**config.mk**
```make
export PLATFORM = sky130hd
export DESIGN_NAME = accum_table_rd_seq
export DESIGN_NICKNAME = d
export VERILOG_FILES = /design/src/rtl/accum_table_rd_seq.sv
export SDC_FILE = /design/constraint.sdc
export NUM_CORES = 1
export LEC_CHECK = 0
export BUFFER_PORTS_ARGS = -buffer_cell sky130_fd_sc_hd__clkbuf_2
export CORE_MARGIN = 1.5
export CORE_UTILIZATION = 61
export CTS_BUF_LIST = sky130_fd_sc_hd__clkbuf_16
export CTS_CLUSTER_DIAMETER = 100
export DETAILED_ROUTE_END_ITERATION = 16
export GPL_TIMING_DRIVEN = 1
export PLACE_DENSITY = 0.89
export REMOVE_ABC_BUFFERS = 1
export SLEW_MARGIN = 5
export SYNTH_ARGS = -nofsm -noshare
export SYNTH_HDL_FRONTEND = slang
export SYNTH_SLANG_ARGS = --single-unit
```
**constraint.sdc**
```tcl
create_clock -name clk -period 5.9 [get_ports clk]
set_clock_uncertainty 0.2 [all_clocks]
set_input_delay 0.295 -clock clk [delete_from_list [all_inputs] [get_ports clk]]
set_output_delay 0.295 -clock clk [all_outputs]
set_load 0.01 [all_outputs]
```
**src/rtl/accum_table_rd_seq.sv**
```systemverilog
// Accumulator table read sequencer.
// One start walks every row of one output submatrix. It issues per-column
// read enables and addresses, either aligned (all columns read the same row)
// or skewed (column c lags by c cycles to follow the systolic diagonal).
module accum_table_rd_seq #(
   parameter int MAX_OUT_ROWS = 128,
   parameter int MAX_OUT_COLS = 128,
   parameter int SYS_ARR_ROWS = 16,
   parameter int SYS_ARR_COLS = 16,
   parameter int NUM_ACCUM_ROWS = MAX_OUT_ROWS * (MAX_OUT_COLS / SYS_ARR_COLS),
   parameter int ADDR_W = $clog2(NUM_ACCUM_ROWS),
   parameter int M_W    = $clog2(MAX_OUT_ROWS / SYS_ARR_ROWS),
   parameter int N_W    = $clog2(MAX_OUT_COLS / SYS_ARR_COLS),
   parameter int NR_W   = $clog2(SYS_ARR_ROWS) + 1,
   parameter int T_W    = $clog2(SYS_ARR_ROWS + SYS_ARR_COLS)
) (
   input  logic                         clk,
   input  logic                         rst,
   input  logic                         start,
   input  logic [M_W-1:0]               submat_m,
   input  logic [N_W-1:0]               submat_n,
   input  logic [NR_W-1:0]              num_rows,
   input  logic                         skew_mode,
   input  logic                         stall,
   output logic                         busy,
   output logic                         done,
   output logic [SYS_ARR_COLS-1:0]      rd_en,
   output logic [ADDR_W*SYS_ARR_COLS-1:0] rd_addr_out
);

   typedef enum logic [1:0] {IDLE, RUN, FIN} state_t;

   state_t                          state_reg;
   logic [T_W-1:0]                  t_reg;
   logic [M_W-1:0]                  m_reg;
   logic [N_W-1:0]                  n_reg;
   logic [NR_W-1:0]                 rows_reg;
   logic                            skew_reg;
   logic                            busy_reg;
   logic                            done_reg;
   logic [SYS_ARR_COLS-1:0]         rd_en_reg;
   logic [ADDR_W*SYS_ARR_COLS-1:0]  rd_addr_reg;

   logic [NR_W-1:0]                 rows_in_eff;
   logic [ADDR_W-1:0]               base_addr;
   logic [T_W:0]                    last_t;
   logic                            last_slot;
   logic [SYS_ARR_COLS-1:0]         rd_en_next;
   logic [ADDR_W*SYS_ARR_COLS-1:0]  rd_addr_next;

   // Requested row count clipped to the submatrix height.
   assign rows_in_eff = (num_rows > NR_W'(SYS_ARR_ROWS)) ? NR_W'(SYS_ARR_ROWS) : num_rows;

   // Submatrix base: column-block stride is a full output-row span.
   assign base_addr = ADDR_W'(n_reg) * ADDR_W'(MAX_OUT_ROWS)
                    + ADDR_W'(m_reg) * ADDR_W'(SYS_ARR_ROWS);

   // Index of the final issue slot (T-1); skew adds one slot per extra column.
   assign last_t = skew_reg ? ((T_W+1)'(rows_reg) + (T_W+1)'(SYS_ARR_COLS - 1) - (T_W+1)'(1))
                            : ((T_W+1)'(rows_reg) - (T_W+1)'(1));
   assign last_slot = ({1'b0, t_reg} == last_t);

   // Per-column enable/address for the current slot t_reg.
   generate
      for (genvar gi = 0; gi < SYS_ARR_COLS; gi++) begin : g_col
         logic [T_W:0]       diff;
         logic [T_W:0]       offset;
         logic               col_en;
         assign diff   = {1'b0, t_reg} - (T_W+1)'(gi);
         assign col_en = skew_reg ? ((t_reg >= T_W'(gi)) && (diff < (T_W+1)'(rows_reg)))
                                  : ({1'b0, t_reg} < (T_W+1)'(rows_reg));
         assign offset = skew_reg ? diff : {1'b0, t_reg};
         assign rd_en_next[gi] = col_en;
         assign rd_addr_next[gi*ADDR_W +: ADDR_W] = col_en ? (base_addr + ADDR_W'(offset))
                                                           : '0;
      end
   endgenerate

   // Sequencer FSM with registered outputs.
   always_ff @(posedge clk) begin
      if (rst) begin
         state_reg   <= IDLE;
         t_reg       <= '0;
         m_reg       <= '0;
         n_reg       <= '0;
         rows_reg    <= '0;
         skew_reg    <= 1'b0;
         busy_reg    <= 1'b0;
         done_reg    <= 1'b0;
         rd_en_reg   <= '0;
         rd_addr_reg <= '0;
      end else begin
         case (state_reg)
            IDLE: begin
               busy_reg    <= 1'b0;
               done_reg    <= 1'b0;
               rd_en_reg   <= '0;
               rd_addr_reg <= '0;
               if (start) begin
                  if (rows_in_eff != '0) begin
                     m_reg     <= submat_m;
                     n_reg     <= submat_n;
                     rows_reg  <= rows_in_eff;
                     skew_reg  <= skew_mode;
                     t_reg     <= '0;
                     state_reg <= RUN;
                  end else begin
                     state_reg <= FIN;
                  end
               end
            end
            RUN: begin
               busy_reg <= 1'b1;
               done_reg <= 1'b0;
               if (stall) begin
                  // Hold the slot; addresses keep their last value.
                  rd_en_reg <= '0;
               end else begin
                  rd_en_reg   <= rd_en_next;
                  rd_addr_reg <= rd_addr_next;
                  if (last_slot) begin
                     state_reg <= FIN;
                  end else begin
                     t_reg <= t_reg + T_W'(1);
                  end
               end
            end
            FIN: begin
               busy_reg    <= 1'b0;
               done_reg    <= 1'b1;
               rd_en_reg   <= '0;
               rd_addr_reg <= '0;
               t_reg       <= '0;
               state_reg   <= IDLE;
            end
            default: begin
               state_reg <= IDLE;
            end
         endcase
      end
   end

   assign busy        = busy_reg;
   assign done        = done_reg;
   assign rd_en       = rd_en_reg;
   assign rd_addr_out = rd_addr_reg;

endmodule

```
==> qor.yml <==
power_and_ir_drop:
  ir_worst_vdd_mv: 0.192
  powerDensity_mw_per_mm2: 226
  power_w: 0.00294
  p_leak_nw: 5.43
critical_path:
  cpPeakStageDelay_ps: 780
  rr_endpoint: "rd_addr_out[16]"
  cpMostUsedCell: "ha_1"
  critPathRequiredTime_ps: 6080
  r2r_cells: 11
  worstPathArrival_ps: 4140
  cp-start-kind: "flop"
  crit_type: "flop to flop"
  crit_fanout: 18
  end_kind: "flop"
  cp_cell_sequence: "buf_4 > inv_2 > ha_1 > inv_1 > ha_1 > a21boi_1 > o21ai_0 > a21boi_0 > o41ai_2 > nand2_1 > o21ai_1"
  r2r_start: "t_reg[0]"
  cp_slowest_cell: "o41ai_2"
  r2r_slack_ps: 1940
global_routing:
  overflow: 0
  grt_pass1_wl_mm: 55.1
  antenna_found_initial: 0
  grt_use_total_pct: 36.1
  grt_pass1_vias: 10300
  grt_max_degree: 93
logic_synthesis:
  syn_area_per_cell_um2: 8.44
  synthCells: 1317
  synthAdderAreaFrac_pct: 14.2
  yosysUniqueCellTypes: 69
  synth_top_family_by_area: "compound AO/OA/AOI/OAI gates"
  synthTopCellsByArea: "dfxtp_1, ha_1, xnor2_1"
  synthFlopType: "dfxtp_1"
  synth_warnings: 0
  yosysSeqAreaShare_pct: 35.5
  synth.area.mux_share_pct: 0.180
  syn_area_mm2: 0.0111
  synth_compound_area_share_pct: 21.6
  synth.most_common_cell: "dfxtp_1"
  synthSimpleGateAreaFrac_pct: 14.6
  synth_edf_count: 0
  ys_seq_elements: 197
  synthArstFlopShare_pct: 0
  synthXorXnorAreaFrac_pct: 8.50
  synth_common_cells: "dfxtp_1, nand2_1, ha_1"
  synth_top_cell_by_area: "dfxtp_1"
  synth_top_area_share_pct: 35.5
outcome:
  status: "completed"
detailed_routing:
  first_pass_iters: 6
  dr.max_layer_used: "met4"
  dr_wl_met3_mm: 3.70
  via_count: 10800
  viasPerCell: 6.27
  ant_nets: 0
  met2_length_mm: 16.1
  wl_per_cell_um: 20.3
  drt_iter0_drc: 1317
  drt_drc_violations_left: 0
  drt-total-wl_mm: 35.1
  wl_met1_mm: 14.0
clock_tree:
  clk_root_buffer_cell: "clkbuf_16"
  cts_tree: "done"
  clkSinkCount: 197
  clk_pin_slew_worst_paths_ps: 70
  clk_latency_ps: 450
  clock_path_buffers: 2
  htreeDepth: 4
  postCtsSetupBuffers: 0
  numCtsBuffers: 17
die:
  die_y_um: 138
  boundaryPins: 194
  rows: 49
  die_area_mm2: 0.0191
  die_x_um: 138
  start_util_pct: 62.1
  core_mm2: 0.0179
sta:
  rsz0062_at_grt: "no"
  hold_violations: 0
  finalMaxSlewViolations: 0
  fmax_mhz: 253
  setup_viol: 0
  relSlewSlack_pct: 29.1
  tightest_slew_ps: 1060
  fin_crit_ps: 3960
  finalSetupTns_ps: 0
  finalCritPeriodShare_pct: 67.1
layout:
  num_antenna_cells: 0
  utilization_pct: 72.6
  nFillCells: 1317
  regArea_mm2: 0.00395
  final_nets: 1620
  largest_reg_flops: 160
  final_area_mm2: 0.0130
  final_cell_count_no_fill: 1729
  multi_input_area_mm2: 0.00658
  syn2layout_area_growth_pct: 16.9
  drive_gt1_share_pct: 17.7
hold_path:
  hold_class: "input port to flop"
  hold_start: "stall"
  holdPathStages: 3
  min_to: "state_reg[1]"
placed_design:
  place_area_mm2: 0.0123
  place_inst: 1684
  hpwl_mm: 24.1
  portBuffers: 193
  globalplace.congestion: 1.01
flow_run:
  drv_cap: 0
[cell usage in the layout, fill, tap and decap left out, drive strengths merged, types with 15 or more instances in the layout]
master,Yosys,layout
buf,8,22
fa,15,15
clkbuf,69,210
nor2,75,75
xor2,26,26
inv,81,87
a32o,16,16
nand3,27,27
dfxtp,197,197
a21oi,78,78
nor2b,22,22
ha,102,102
xnor2,82,82
o21ai,133,133
a22o,21,21
nand2,190,190
[worst max-delay path by stage]
| stage | from | endpoint | slack (ps) |
|---|---|---|---|
| 3_5_place_dp | t_reg[0] | rd_addr_out[16] | 2190 |
| 2_1_floorplan | state_reg[0] | rd_addr_out[70] | 1820 |
| 5_1_grt | t_reg[0] | rd_addr_out[19] | 1760 |
| 6_report | t_reg[0] | rd_addr_out[16] | 1940 |
| 4_1_cts | t_reg[0] | rd_addr_out[16] | 2120 |
| 3_3_place_gp | t_reg[0] | rd_addr_out[16] | 2350 |
[stage by stage]
step,hold WS (ps),setup slack (ps)
after floorplan,160,1820
after global placement,234,2350
after detailed placement,237,2190
after CTS,44.1,2120
after global routing,60.0,1760
final,42.1,1940
[cell families (layout without fill, tap and decap cells)]
logic type               Yosys count  count (layout)
AO/OA/AOI/OAI                    369             369
XOR/XNOR                         108             108
adder cells (fa/ha/maj)          117             117
buffers and inverters            159             342
flip-flops                       197             197
multiplexers                       2               2
AND/OR/NAND/NOR                  365             365
[repair_timing]
item,in CTS,in global routing
gates resized for setup,0,0
hold buffers,13,0
endpoints found under the hold margin,13,0
[area by class of cell]
cell class                 count  share of cell area, %
clock inverter                15                   1.48
clock buffer                  17                   3.27
tap                          229                   2.20
inverter                      82                   2.37
sequential                   197                   30.3
multi-input combinational    961                   50.6
timing repair buffer         228                   9.70
[power by group]
part	internal, W	total, W	switching, W	leakage, nW
Clock	0.000681	0.00124	0.000559	0.305
Combinational	0.000115	0.000336	0.000221	3.53
Sequential	0.00134	0.00136	0.0000191	1.59
Total	0.00214	0.00294	0.000799	5.43
[worst max-delay path, delay by kind of cell (launching register included)]
kind,cells,cell delay [ps]
simple gates,1,290
flops,1,640
compound gates,5,1590
buf+inv,3,500
fa+ha+maj,2,680
[per-layer routing]
metal / global-route usage (%) / vias to the layer above
met4: 16.8 / 0
met2: 57.0 / 718
met3: 6.30 / 108
li1: - / 4917
met1: 48.3 / 5092
met5: 0 / -
No activity file was read; power rests on OpenSTA's default activity.
